File: src/rtl/spi_master_clkgen.sv
// spi_master_clkgen
//   SPI serial-clock generator (mode 0, spi_clk idles low). Divides clk into
//   spi_clk with a half period of div_q+1 cycles, and issues one-cycle
//   spi_rise / spi_fall strobes registered with each spi_clk toggle.
//   The clock only ever stops in the low phase, so the pad never sees a
//   truncated high pulse (except on synchronous reset).
//
// Ports
//   clk           in   system clock, rising edge
//   rst           in   synchronous active-high reset
//   en            in   run request (OR of RX/TX clock enables)
//   clk_div       in   divider value, half period = clk_div+1 cycles
//   clk_div_valid in   one-cycle strobe loading clk_div
//   spi_clk       out  registered serial clock
//   spi_rise      out  strobe, first cycle spi_clk is high
//   spi_fall      out  strobe, first cycle spi_clk is low after a high phase
//   running       out  generator is in RUN
module spi_master_clkgen #(
  parameter int unsigned DIV_W = 8
) (
  input  logic             clk,
  input  logic             rst,
  input  logic             en,
  input  logic [DIV_W-1:0] clk_div,
  input  logic             clk_div_valid,
  output logic             spi_clk,
  output logic             spi_rise,
  output logic             spi_fall,
  output logic             running
);

  typedef enum logic {IDLE, RUN} state_t;

  state_t           state, state_n;
  logic [DIV_W-1:0] cnt, cnt_n;
  logic [DIV_W-1:0] div_q, div_q_n;
  logic [DIV_W-1:0] div_pend, div_pend_n;
  logic             pend_v, pend_v_n;
  logic             spi_clk_n, spi_rise_n, spi_fall_n;

  always_ff @(posedge clk) begin
    if (rst) begin
      state    <= IDLE;
      cnt      <= '0;
      div_q    <= '0;
      div_pend <= '0;
      pend_v   <= 1'b0;
      spi_clk  <= 1'b0;
      spi_rise <= 1'b0;
      spi_fall <= 1'b0;
    end else begin
      state    <= state_n;
      cnt      <= cnt_n;
      div_q    <= div_q_n;
      div_pend <= div_pend_n;
      pend_v   <= pend_v_n;
      spi_clk  <= spi_clk_n;
      spi_rise <= spi_rise_n;
      spi_fall <= spi_fall_n;
    end
  end

  always_comb begin
    state_n    = state;
    cnt_n      = cnt;
    div_q_n    = div_q;
    div_pend_n = div_pend;
    pend_v_n   = pend_v;
    spi_clk_n  = spi_clk;
    spi_rise_n = 1'b0;
    spi_fall_n = 1'b0;

    case (state)
      IDLE: begin
        spi_clk_n = 1'b0;
        cnt_n     = '0;
        if (clk_div_valid) begin
          div_q_n = clk_div;
        end else if (pend_v) begin
          div_q_n  = div_pend;
          pend_v_n = 1'b0;
        end
        if (en) begin
          state_n = RUN;
        end
      end

      RUN: begin
        // Divider changes mid-run are parked until the next IDLE so the
        // current period is never distorted.
        if (clk_div_valid) begin
          div_pend_n = clk_div;
          pend_v_n   = 1'b1;
        end

        // Stopping in the low phase takes priority over an expiry, which
        // suppresses a rise that would otherwise start a new high pulse.
        if (!en && !spi_clk) begin
          state_n = IDLE;
          cnt_n   = '0;
        end else if (cnt == div_q) begin
          cnt_n     = '0;
          spi_clk_n = ~spi_clk;
          if (!spi_clk) begin
            spi_rise_n = 1'b1;
          end else begin
            spi_fall_n = 1'b1;
            if (!en) begin
              state_n = IDLE;
            end
          end
        end else begin
          cnt_n = cnt + 1'b1;
        end
      end

      default: begin
        state_n = IDLE;
      end
    endcase
  end

  assign running = (state == RUN);

endmodule
File: config.mk
export PLATFORM = sky130hd
export DESIGN_NAME = spi_master_clkgen
export DESIGN_NICKNAME = d
export VERILOG_FILES = /design/src/rtl/spi_master_clkgen.sv
export SDC_FILE = /design/constraint.sdc
export NUM_CORES = 1
export LEC_CHECK = 0
export CAP_MARGIN = 10
export CORE_MARGIN = 2
export CORE_UTILIZATION = 60
export CTS_BUF_LIST = sky130_fd_sc_hd__clkbuf_4
export DETAILED_ROUTE_END_ITERATION = 12
export GPL_ROUTABILITY_DRIVEN = 0
export GPL_TIMING_DRIVEN = 0
export PLACE_DENSITY = 0.84
export SLEW_MARGIN = 20
export SYNTH_ARGS = -nofsm -noshare
export SYNTH_HDL_FRONTEND = slang
export SYNTH_SLANG_ARGS = --single-unit
File: constraint.sdc
create_clock -name clk -period 3.2 [get_ports clk]
set_input_delay 0.48 -clock clk [delete_from_list [all_inputs] [get_ports clk]]
set_output_delay 0.48 -clock clk [all_outputs]
set_load 0.02 [all_outputs]
Word-level counts from Yosys, hierarchy flattened. Cells that the tools add are included.

Add/subtract/negate cells: 1. Equality and inequality tests: 5. Muxes and demuxes: 18. Bitwise operators: 3. Reductions and logical operators: 9.

Operators by type and width (count): 8-bit two-way mux (4); 8-bit one-hot mux with 2 select lines (1); 1-bit two-way mux (10); 8-bit by 1-bit adder with 8-bit output, second input constant (1); 8-bit == test (1); 2-bit AND reduction (4); 2-bit != test, second input constant (3); 1-bit one-hot mux with 2 select lines (3); 4-bit OR reduction (1); 1-bit NOT (3); 1-bit logical NOT (2); 2-bit by 1-bit != test with 1-bit output, second input constant (1); 2-bit nonzero test (1); 1-bit logical AND (1).

Register bits after elaboration: 29. Input bits: 12. Output and inout port bits: 4. Word-level logic and storage cells: 44.

Depth between registers and ports, before layout.
Depth in word-level cells: 5. Mapped depth: 6. Gate-level depth less buffers: 4.

Least setup slack after synthesis. No wires, ideal clock.

Path type: input to register. Start: input port clk_div_valid. End: register div_q[5]. Setup time: 86 ps. Arrival time: 1231 ps. Required time: 3114 ps. Path slack: 1884 ps. Cell stages on the path: 6. Path buffers: 2. Cells stage by stage: buf_4 -> nor2_1 -> nor2_4 -> buf_4 -> nor2_1 -> a211oi_1.

Longest elaborated chain between the ends: 2. Elaborated cells on any way between the ends: 3. Those cells by class: 1 x mux; 2 x reduce/logical.

Ends and longest elaborated chain: from (decl) (RTL line 25) `input logic clk_div_valid,`; 2-bit nonzero test (no line); 2-bit AND reduction (no line); to (signal assigned) (RTL line 54) `div_q <= div_q_n;`; to (decl) (RTL line 36) `logic [DIV_W-1:0] div_q, div_q_n;`.

Several ways; a longest one is shown, not always the timed one. A chain may end at the register's enable or synchronous reset.

Final worst setup path.
Start: register state (netlist: running). End: output port running.

RTL lines: from (decl) (RTL line 34) `state_t state, state_n;`; from (signal assigned) (RTL line 52) `state <= state_n;`; to (decl) (RTL line 29) `output logic running`.

No word-level cell between the ends.

==> results by group <==
Outcome
  • Outcome: finished, final reports clean

Placed design
  • Total cell area at the placement stage: 0.00139 mm²
  • Port buffer count: 14
  • Setup Slack @ Placement: about 1.2 ns
  • Dpl cells: 165
  • Placed wire-length estimate: 1530 µm

Critical path
  • Delay of the slowest cell on the worst path: ~0.65 ns
  • Critical setup path kind: flop to primary output
  • Worst path buffer plus inverter count: 1
  • Flop-to-flop setup slack: 1.78 ns
  • Number of cells on the critical path: 1
  • Critical Path, Cell by Cell: clkdlybuf4s50_1
  • Type of destination of the critical path: primary output
  • Kind of cell adding the most delay to the critical path: buffers and inverters
  • Cells on worst reg2reg path: 4
  • CP required: 2.72 ns
  • Maximum fanout count along the critical path: 5
  • CP max stage cell: clkdlybuf4s50_1
  • Data arrival time of the critical path: 1.43 ns
  • Startpoint types: flop

Clock tree
  • Root Buffer: clkbuf_4
  • Count of clock tree sinks: 29
  • Clock buffers created by TritonCTS: 5
  • Clock-pin slew of the registers on the worst-case setup and hold paths: 0.09 ns
  • Post-CTS Setup Inserts: 0
  • Number of gates given a new drive strength after cts: 0
  • H-tree depth: 2
  • Number of buffers between clock root and the deepest sink: 2
  • Worst-Skew Late Latency: between 0.3 and 0.4 ns
  • Number of buffers inserted by hold repair at cts: 0
  • CTS tree: built

Global route
  • Residual overflow from global routing: 0
  • Number of antenna violations at the first check in global routing: 0
  • Via count of the first global-routing pass: 861
  • Overall routing resource usage: 0.200
  • Wire length of the first global-routing pass: between 3000 and 4000 µm
  • Largest net degree at the start of global routing: 11

Worst hold path
  • Cells on Worst Hold Path: 2
  • HP Class: input port to flop

Finish
  • Fill cells: 157
  • Final core occ: 0.758
  • Area occupied by multi-input gates: 602 µm²
  • Number of inserted diodes: 0
  • Post-layout instance area: 0.00147 mm²
  • Fraction of layout instances using a drive strength above 1: 0.103
  • Sequential cell area: ~580 µm²
  • Final instance count without filler cells: ~170
  • Relative area change from synthesis to final layout: 20.7%
  • Fin nets: 159

Pwr
  • Combinational group share of total power: 0.108
  • Power density normalized to cell area: 515 mW/mm²
  • Static leakage: ~0.56 nW
  • Worst voltage drop across the vdd grid: 468 µV
  • Psw: 0.169 mW
  • Power share of the sequential group: 0.507
  • Clock network fraction of design power: 0.385
  • Net switching fraction of the power: 0.223
  • Internal power consumption: 0.589 mW
  • Total power of the final layout: 0.758 mW

Timing
  • Final setup violation count: 0
  • Total Neg Setup Slack: 0 ns
  • Share of the cycle needed by the critical path after routing: 0.596
  • Tightest slew margin relative to the limit: 0.682
  • Setup repair after global routing missed its margin: false
  • Highest achievable clock rate: 524 MHz
  • Slew of the pin with the lowest slew margin: 0.473 ns
  • Count of endpoints failing hold in the final timing report: 0
  • Fin Hold WS: 0.438 ns
  • Max Slew Vio Count: 0
  • Fin worst setup slack: 1.29 ns
  • Worst Clk Skew: 0.00874 ns
  • Shortest clock period the worst path allows after layout: approximately 1.9 ns

Logic synthesis
  • Yosys warning count: 0
  • Synthesized net count: 138
  • Async set-reset flop share out of synthesis: 0
  • Distinct cells, synth: 24
  • Synthesized area per cell: 9.83 µm²
  • Mapped cell area: 0.00122 mm²
  • Synth Flop Type: dfxtp_1
  • EDFF count, synth: 0
  • Share of synthesized area occupied by flip-flops and latches: 0.476
  • Cells after synthesis: 124
  • Flip-flop and latch count after synthesis: 29

Floorplanning
  • Starting density of the core: 0.628
  • Number of placement rows: 16
  • Die outline width: 49.1 µm
  • Ports placed on the boundary: 16
  • Core area: 0.00194 mm²
  • Y dimension of the die: slightly below 50 µm
  • Floorplan die area: roughly 0.0024 mm²

Route
  • DRC viols: 0
  • Via total after detailed routing: 891
  • Length of the first detailed-routing pass in iterations: 4
  • Number of violations reported at the end of detailed-routing iteration 0: 11
  • Total Wirelength: 2030 µm
  • Wire length per cell: 11.7 µm
  • Antenna Violating Nets Remaining: 0
  • Post-detailed-route via-to-cell ratio: 5.15

Run
  • Number of max-cap violations: 0
-- synth_stat cells (2+ instances only) --
library cell / count / area, µm²
nor3_1: 2 / 10.0
dfxtp_1: 29 / 581
a211oi_1: 8 / 60.1
buf_2: 2 / 10.0
nor2_1: 26 / 97.6
o21ai_0: 2 / 10.0
xor2_1: 5 / 43.8
xnor2_1: 9 / 78.8
mux2i_1: 17 / 170
ha_1: 2 / 25.0
nand3_1: 5 / 25.0
and3_2: 2 / 15.0
buf_4: 2 / 15.0
inv_1: 2 / 7.51
nand4_1: 2 / 12.5
-- placed cells by master, fill, tap and decap left out, types with 2 or more instances in the layout --
cell and n:
nand3_1 5, o21ai_0 2, xnor2_1 9, nand4_1 2, nor3_1 2, xor2_1 5, a211oi_1 8, buf_2 2
clkbuf_4 6, mux2i_1 17, ha_1 2, clkdlybuf4s50_1 14, nor2_1 26, inv_1 2, dfxtp_1 29, and3_2 2
buf_4 2
-- power groups by stage --
stage                     sequential, mW  combinational [mW]  clock (mW)
after floorplan                    0.393              0.0553           0
after global placement             0.393              0.0787           0
after detailed placement           0.393              0.0817           0
after CTS                          0.385              0.0821       0.299
after global routing               0.387              0.0902       0.311
final                              0.384              0.0816       0.292
-- metal layers --
layer	vias to the layer above	share of wire	wire, µm	global-route usage
met5	-	0	0	0
met4	0	0.024	49	0.129
met3	5	0.033	67	0.0644
met2	14	0.49	988	0.313
met1	403	0.45	922	0.233
li1	469	-	-	-
-- final cells by class --
type | instances | share of cell area
multi-input cells | 88 | 0.409
flip-flops and latches | 29 | 0.395
repair buffers | 14 | 0.0952
clock buffers | 6 | 0.0306
clock inverters | 2 | 0.0230
well taps | 27 | 0.0230
plain buffers | 5 | 0.0196
inverters | 2 | 0.00510
-- state kept, by name (all words and copies together), names as in the netlist --
register  flops
cnt           8
div_pend      8
div_q         8
pend_v        1
running       1
spi_clk       1
spi_fall      1
spi_rise      1
-- logic make-up after synthesis --
family / Yosys count / synth area share
AOI/OAI and AO/OA: 13 / 0.0719
buffers and inverters: 7 / 0.0298
muxes: 17 / 0.140
xor gates and xnor gates: 14 / 0.101
and+or+nand+nor: 42 / 0.161
adders and majority gates: 2 / 0.0205
DFF: 29 / 0.476
-- final timing paths --
path,start,endpoint
worst min register to register,div_pend[4],div_pend[4]
worst max-delay path,running,running
worst max register to register,cnt[2],cnt[2]
worst min-delay path,rst,div_q[4]
Note: power is estimated with default switching activity, not from simulation.
